===== config.mk =====
export PLATFORM = sky130hd
export DESIGN_NAME = cp_symbol_framer
export DESIGN_NICKNAME = d
export VERILOG_FILES = /design/src/rtl/cp_symbol_framer_pkg.sv /design/src/rtl/cp_symbol_framer_symbol_dpram.sv /design/src/rtl/cp_symbol_framer.sv
export SDC_FILE = /design/constraint.sdc
export NUM_CORES = 2
export LEC_CHECK = 0
export ABC_AREA = 0
export BUFFER_PORTS_ARGS = -buffer_cell sky130_fd_sc_hd__buf_2
export CORE_UTILIZATION = 30
export CTS_CLUSTER_DIAMETER = 150
export DETAILED_ROUTE_END_ITERATION = 8
export SLEW_MARGIN = 25
export SYNTH_ARGS = -nofsm -noshare
export SYNTH_HDL_FRONTEND = slang
export SYNTH_SLANG_ARGS = --single-unit

===== constraint.sdc =====
create_clock -name CLK_I -period 5.1 [get_ports CLK_I]
set_clock_uncertainty 0.05 [all_clocks]
set_input_delay 1.02 -clock CLK_I [delete_from_list [all_inputs] [get_ports CLK_I]]
set_output_delay 1.02 -clock CLK_I [all_outputs]
set_load 0.02 [all_outputs]

===== src/rtl/cp_symbol_framer_pkg.sv =====
// Shared definitions for the CP symbol framer and the FFT-side address generators:
// default symbol size, read-FSM state encoding and the bit-reversal helper.
package cp_symbol_framer_pkg;

  localparam int unsigned CPF_N     = 64;
  localparam int unsigned CPF_LOG2N = 6;

  typedef enum logic {
    R_IDLE = 1'b0,
    R_RUN  = 1'b1
  } rd_state_t;

  // Reverses the low 'bits' bits of v; everything above 'bits' returns as zero.
  function automatic logic [31:0] bitrev(input logic [31:0] v, input int unsigned bits);
    logic [31:0] r;
    r = '0;
    for (int unsigned k = 0; k < 32; k++) begin
      if (k < bits) r[5'(bits - 1 - k)] = v[5'(k)];
    end
    return r;
  endfunction

endpackage


===== src/rtl/cp_symbol_framer_symbol_dpram.sv =====
// Simple dual-port symbol RAM: one write port, one registered read port.
// The two banks of the ping-pong buffer are the top address bit.
module cp_symbol_framer_symbol_dpram
  import cp_symbol_framer_pkg::*;
#(
  parameter int unsigned DEPTH = 2 * CPF_N,
  parameter int unsigned AW    = CPF_LOG2N + 1,
  parameter int unsigned W     = 32
) (
  input  logic          i_clk,
  input  logic          i_rst_n,
  input  logic          i_we,
  input  logic [AW-1:0] i_waddr,
  input  logic [W-1:0]  i_wdata,
  input  logic          i_re,
  input  logic [AW-1:0] i_raddr,
  output logic [W-1:0]  o_rdata
);

  logic [W-1:0] r_mem [DEPTH];
  logic [W-1:0] r_rdata;

  always_ff @(posedge i_clk) begin
    if (i_we) r_mem[i_waddr] <= i_wdata;
  end

  // Read register is reset so the framer's data outputs start at zero.
  always_ff @(posedge i_clk or negedge i_rst_n) begin
    if (!i_rst_n) begin
      r_rdata <= '0;
    end else if (i_re) begin
      r_rdata <= r_mem[i_raddr];
    end
  end

  assign o_rdata = r_rdata;

endmodule


===== src/rtl/cp_symbol_framer.sv =====
// Collects the CP-stripped sample stream into whole N-point symbols in a ping-pong
// buffer and replays each symbol to the FFT in bit-reversed or natural order.
module cp_symbol_framer
  import cp_symbol_framer_pkg::*;
#(
  parameter int unsigned N      = CPF_N,
  parameter int unsigned LOG2N  = CPF_LOG2N,
  parameter bit          BITREV = 1'b1
) (
  input  logic        CLK_I,
  input  logic        RST_I,
  input  logic [15:0] DAT_I_r,
  input  logic [15:0] DAT_I_i,
  input  logic        ACK_I,
  input  logic        RDY_I,
  output logic [15:0] DAT_O_r,
  output logic [15:0] DAT_O_i,
  output logic        ACK_O,
  output logic        SOF_O,
  output logic        OVF_O,
  output rd_state_t   o_rd_state
);

  // Flow control: ACK_I is a push-only valid (one sample per high cycle, never
  // back-pressured; a sample with nowhere to go is dropped and OVF_O latches).
  // RDY_I gates every read issue; ACK_O/SOF_O/DAT_O follow each issue by one cycle.

  localparam logic [LOG2N-1:0] IDX_LAST = LOG2N'(N - 1);

  logic             r_wr_bank;
  logic [LOG2N-1:0] r_wr_addr;
  logic [1:0]       r_full;
  logic [1:0]       w_full_next;
  logic             r_rd_bank;
  logic [LOG2N-1:0] r_rd_cnt;
  rd_state_t        r_state;
  rd_state_t        w_state_next;
  logic             w_issue;
  logic             w_release;
  logic             w_accept;
  logic             w_wr_done;
  logic [LOG2N-1:0] w_rd_idx;
  logic [31:0]      w_rdata;
  logic             r_ack;
  logic             r_sof;
  logic             r_ovf;

  // A read release of the bank the writer is waiting on frees it in the same cycle.
  assign w_release = w_issue && (r_rd_cnt == IDX_LAST);
  assign w_accept  = ACK_I && (!r_full[r_wr_bank] || (w_release && (r_rd_bank == r_wr_bank)));
  assign w_wr_done = w_accept && (r_wr_addr == IDX_LAST);
  assign w_rd_idx  = BITREV ? LOG2N'(bitrev(32'(r_rd_cnt), LOG2N)) : r_rd_cnt;

  // Write-complete and read-release always hit different banks, so both apply.
  always_comb begin
    w_full_next = r_full;
    if (w_release) w_full_next[r_rd_bank] = 1'b0;
    if (w_wr_done) w_full_next[r_wr_bank] = 1'b1;
  end

  // IDLE issues straight away when its bank is full, so a symbol finishing just as
  // the previous one drains still follows with no bubble.
  always_comb begin
    w_state_next = r_state;
    w_issue      = 1'b0;
    case (r_state)
      R_IDLE: begin
        if (r_full[r_rd_bank]) begin
          w_state_next = R_RUN;
          w_issue      = RDY_I;
        end
      end
      R_RUN: begin
        w_issue = RDY_I;
      end
      default: begin
        w_state_next = R_IDLE;
      end
    endcase
    if (w_release && !r_full[~r_rd_bank]) w_state_next = R_IDLE;
  end

  always_ff @(posedge CLK_I or negedge RST_I) begin
    if (!RST_I) begin
      r_state <= R_IDLE;
    end else begin
      r_state <= w_state_next;
    end
  end

  always_ff @(posedge CLK_I or negedge RST_I) begin
    if (!RST_I) begin
      r_wr_bank <= 1'b0;
      r_wr_addr <= '0;
      r_full    <= 2'b00;
      r_rd_bank <= 1'b0;
      r_rd_cnt  <= '0;
      r_ack     <= 1'b0;
      r_sof     <= 1'b0;
      r_ovf     <= 1'b0;
    end else begin
      r_full <= w_full_next;
      if (w_accept) begin
        if (w_wr_done) begin
          r_wr_addr <= '0;
          r_wr_bank <= ~r_wr_bank;
        end else begin
          r_wr_addr <= r_wr_addr + 1'b1;
        end
      end
      if (w_issue) begin
        if (w_release) begin
          r_rd_cnt  <= '0;
          r_rd_bank <= ~r_rd_bank;
        end else begin
          r_rd_cnt <= r_rd_cnt + 1'b1;
        end
      end
      if (ACK_I && !w_accept) r_ovf <= 1'b1;
      r_ack <= w_issue;
      r_sof <= w_issue && (r_rd_cnt == '0);
    end
  end

  cp_symbol_framer_symbol_dpram #(
    .DEPTH(2 * N),
    .AW   (LOG2N + 1),
    .W    (32)
  ) u_ram (
    .i_clk  (CLK_I),
    .i_rst_n(RST_I),
    .i_we   (w_accept),
    .i_waddr({r_wr_bank, r_wr_addr}),
    .i_wdata({DAT_I_r, DAT_I_i}),
    .i_re   (w_issue),
    .i_raddr({r_rd_bank, w_rd_idx}),
    .o_rdata(w_rdata)
  );

  assign DAT_O_r    = w_rdata[31:16];
  assign DAT_O_i    = w_rdata[15:0];
  assign ACK_O      = r_ack;
  assign SOF_O      = r_sof;
  assign OVF_O      = r_ovf;
  assign o_rd_state = r_state;

endmodule


==> flow_summary.json <==
{
  "outcome": "finished clean",
  "cts_resized": 0,
  "power_w": 0.0936,
  "ant_nets": 0,
  "min_path_type": "input port to asynchronous set/reset pin",
  "crit_chain": "buf_12, buf_12, mux4_2, mux4_2, nand2_1, o211ai_1, o21ai_0, a31oi_1",
  "num_vias": 81969,
  "die_y_um": 731,
  "grt_pass1_wl_um": 673000,
  "maxCapViolCount": 0,
  "fmax_ghz": 0.209,
  "layout_setup_ws_ns": 0.326,
  "layout.nets": 7875,
  "syn_area_per_cell_um2": 21.8,
  "path_buf_inv": 2,
  "port_buffers": 71,
  "cts_tree": "yes",
  "path_max_fanout": 72,
  "synth_edf_count": 4096,
  "synth_nets": 7355,
  "remaining_drc_errors": 0,
  "use_met1_pct": 24.1,
  "die_w_um": 731,
  "fin_crit_sh_pct": 93.6,
  "synth_cell_type_count": 69,
  "grt_max_degree": 129,
  "gp_congestion": 0.901,
  "clock_path_buffers": 4,
  "met2_usage_pct": 28.0,
  "hpwlAfterDp_um": 299000,
  "antenna_found_initial": 59,
  "ios": 72,
  "dpl_worst_slack_ns": 0.403,
  "numCtsBuffers": 414,
  "required_ns": 5.88,
  "yosysWarnings": 0,
  "fill_cells": 48365,
  "globalRouteMet3Util_pct": 4.94,
  "drive_above_1_share_pct": 27.0,
  "finalSetupViolCount": 0,
  "tightestPinTransition_ns": 1.18,
  "wirelength_um": 495000,
  "critPathTopFamily": "compound AO/OA/AOI/OAI gates",
  "slowest_delay_ns": 0.86,
  "synth_ff_type": "edfxtp_1",
  "powerDensity_nw_per_um2": 506,
  "fin_setup_tns_ns": 0,
  "synthCells": 7316,
  "multi_input_area_um2": 33900,
  "power.leakage_nw": 55.0,
  "dr.first_iter.drc_count": 11937,
  "die_area_um2": 534000,
  "crit_type": "register to register",
  "critical_path_arrival_ns": 5.55,
  "viasPerCell": 5.40,
  "grtUsageTotal_pct": 18.1,
  "top_usage_layer": "met2",
  "grt-ovfl-total": 0,
  "fin_hold_ws_ns": 0.0388,
  "htree_levels": 5,
  "grt_pass1_vias": 80416,
  "relSlewSlack_pct": 21.4,
  "rsz0062_at_grt": "no",
  "area_growth_syn_to_layout_pct": 16.1,
  "core-area_um2": 529000,
  "crit_slowest_cell": "dfrtp_4",
  "postCtsSetupBuffers": 0,
  "slew_viol_final": 0,
  "cts-root-buf": "clkbuf_16",
  "wl_per_cell_um": 32.6,
  "start_util_pct": 30.1,
  "netlist_area_um2": 159000,
  "fin_util_pct": 35.0,
  "finalHoldViolCount": 0,
  "drtPass1Iterations": 6,
  "ys_ff_latch": 4148,
  "async_flop_share_pct": 1.25,
  "seq_area_um2": 124000,
  "cp-start-kind": "register",
  "min_period_ns": 4.77,
  "hold_buffers": 0,
  "insertion_delay_ns": 1.00,
  "cts.sinks": 4148,
  "ir_drop_v": 0.000475,
  "rows": 267,
  "end_kind": "register",
  "seq_area_frac_synth_pct": 78.1,
  "path_clk_slew_ns": 0.07
}
[cells in the mapped netlist (10+ instances only)]
master	n	share of area [%]
edfxtp_1	4096	77
mux4_2	867	12
mux2i_1	450	2.8
nor2_1	217	0.51
nand2_1	179	0.42
o22ai_1	157	0.62
clkbuf_1	150	0.35
buf_2	130	0.41
a21oi_1	112	0.35
o221ai_1	105	0.58
o21ai_0	86	0.27
buf_4	71	0.33
a22oi_1	56	0.26
nor3_1	55	0.17
dfrtp_1	52	0.82
mux2_2	49	0.35
a211oi_1	42	0.20
nand3_1	42	0.13
buf_6	35	0.25
a31oi_1	33	0.13
nor2b_1	31	0.12
and2_1	29	0.11
buf_1	26	0.061
o211ai_1	22	0.10
a2111oi_0	19	0.10
a221oi_1	19	0.10
nand2b_1	16	0.063
o31ai_1	12	0.057
a311oi_1	10	0.055
nor4_1	10	0.039
o2111ai_1	10	0.055
[path summary, 6_finish.rpt]
kind	from	end	slack, ns	cells after the start
setup / recovery	r_rd_cnt[5]	u_ram.o_rdata[7]	0.33	8
hold / removal	RST_I	SOF_O	0.04	1
setup reg to reg	r_rd_cnt[5]	u_ram.o_rdata[7]	0.33	8
hold reg to reg	u_ram.o_rdata[28]	u_ram.o_rdata[28]	0.45	1
max in group asynchronous	RST_I	u_ram.o_rdata[20]	3.62	2
min in group CLK_I	DAT_I_r[2]	u_ram.r_mem[108][18]	0.22	1
[metrics by stage]
stage / cell area [um^2] / instances
final: 185000 / 15173
after global routing: 185000 / 15159
after CTS: 185000 / 15157
after detailed placement: 172000 / 14414
after global placement: 171000 / 14412
after floorplan: 159000 / 7316
[state kept, by name, summed over array words and instances, names as in the netlist]
register / count
r_wr_addr: 6
r_wr_bank: 1
SOF_O: 1
OVF_O: 1
u_ram.r_mem: 4096
r_full: 2
ACK_O: 1
u_ram.o_rdata: 32
r_rd_cnt: 6
o_rd_state: 1
r_rd_bank: 1
[worst reg2reg max path, delay by kind of cell, from the launching register on]
kind / cells / cell delay [ns]
AO/OA/AOI/OAI: 3 / 1.23
buffers and inverters: 2 / 1.05
flip-flops: 1 / 0.86
multiplexers: 2 / 1.06
AND/OR/NAND/NOR: 1 / 0.37
[layout by cell type (no fill, tap or decap), drive strengths merged, types with 56 or more instances in the layout]
| master | instances |
|---|---|
| edfxtp | 4096 |
| nand2 | 179 |
| o221ai | 105 |
| o22ai | 157 |
| nor2 | 217 |
| buf | 518 |
| mux4 | 867 |
| clkinv | 165 |
| mux2i | 450 |
| a21oi | 112 |
| o21ai | 87 |
| clkbuf | 516 |
| a22oi | 56 |
[report_power, final]
group          total, W  switching (W)  internal [W]
registers        0.0390       0.000789        0.0382
clock network    0.0300         0.0128        0.0171
logic            0.0246         0.0164       0.00815
[cell families (layout without fill, tap and decap cells)]
family,after synthesis,in the layout,synth area share [%]
other cells,0,16,0
fa+ha+maj,3,3,0.0236
compound gates,754,754,3.28
xor+xnor,7,7,0.0385
simple gates,613,613,1.72
flops,4148,4148,78.1
mux,1366,1366,15.4
buf+inv,425,1272,1.45
[final cells by class]
type / count / area share, %
clock inverter: 227 / 1.17
timing repair buffer: 518 / 2.50
clock buffer: 516 / 5.96
tap: 6994 / 4.73
antenna: 16 / 0.0217
inverter: 11 / 0.0305
multi-input combinational: 2743 / 18.3
sequential: 4148 / 67.3
[per-layer routing]
layer,up-vias,part of all wire (%),wire [um]
met2,4963,45,225000
met4,22,4.8,23600
met1,44038,38,188000
met5,-,0.025,126
met3,885,12,58100
li1,32061,-,-
(Power assumes the default switching activity.)
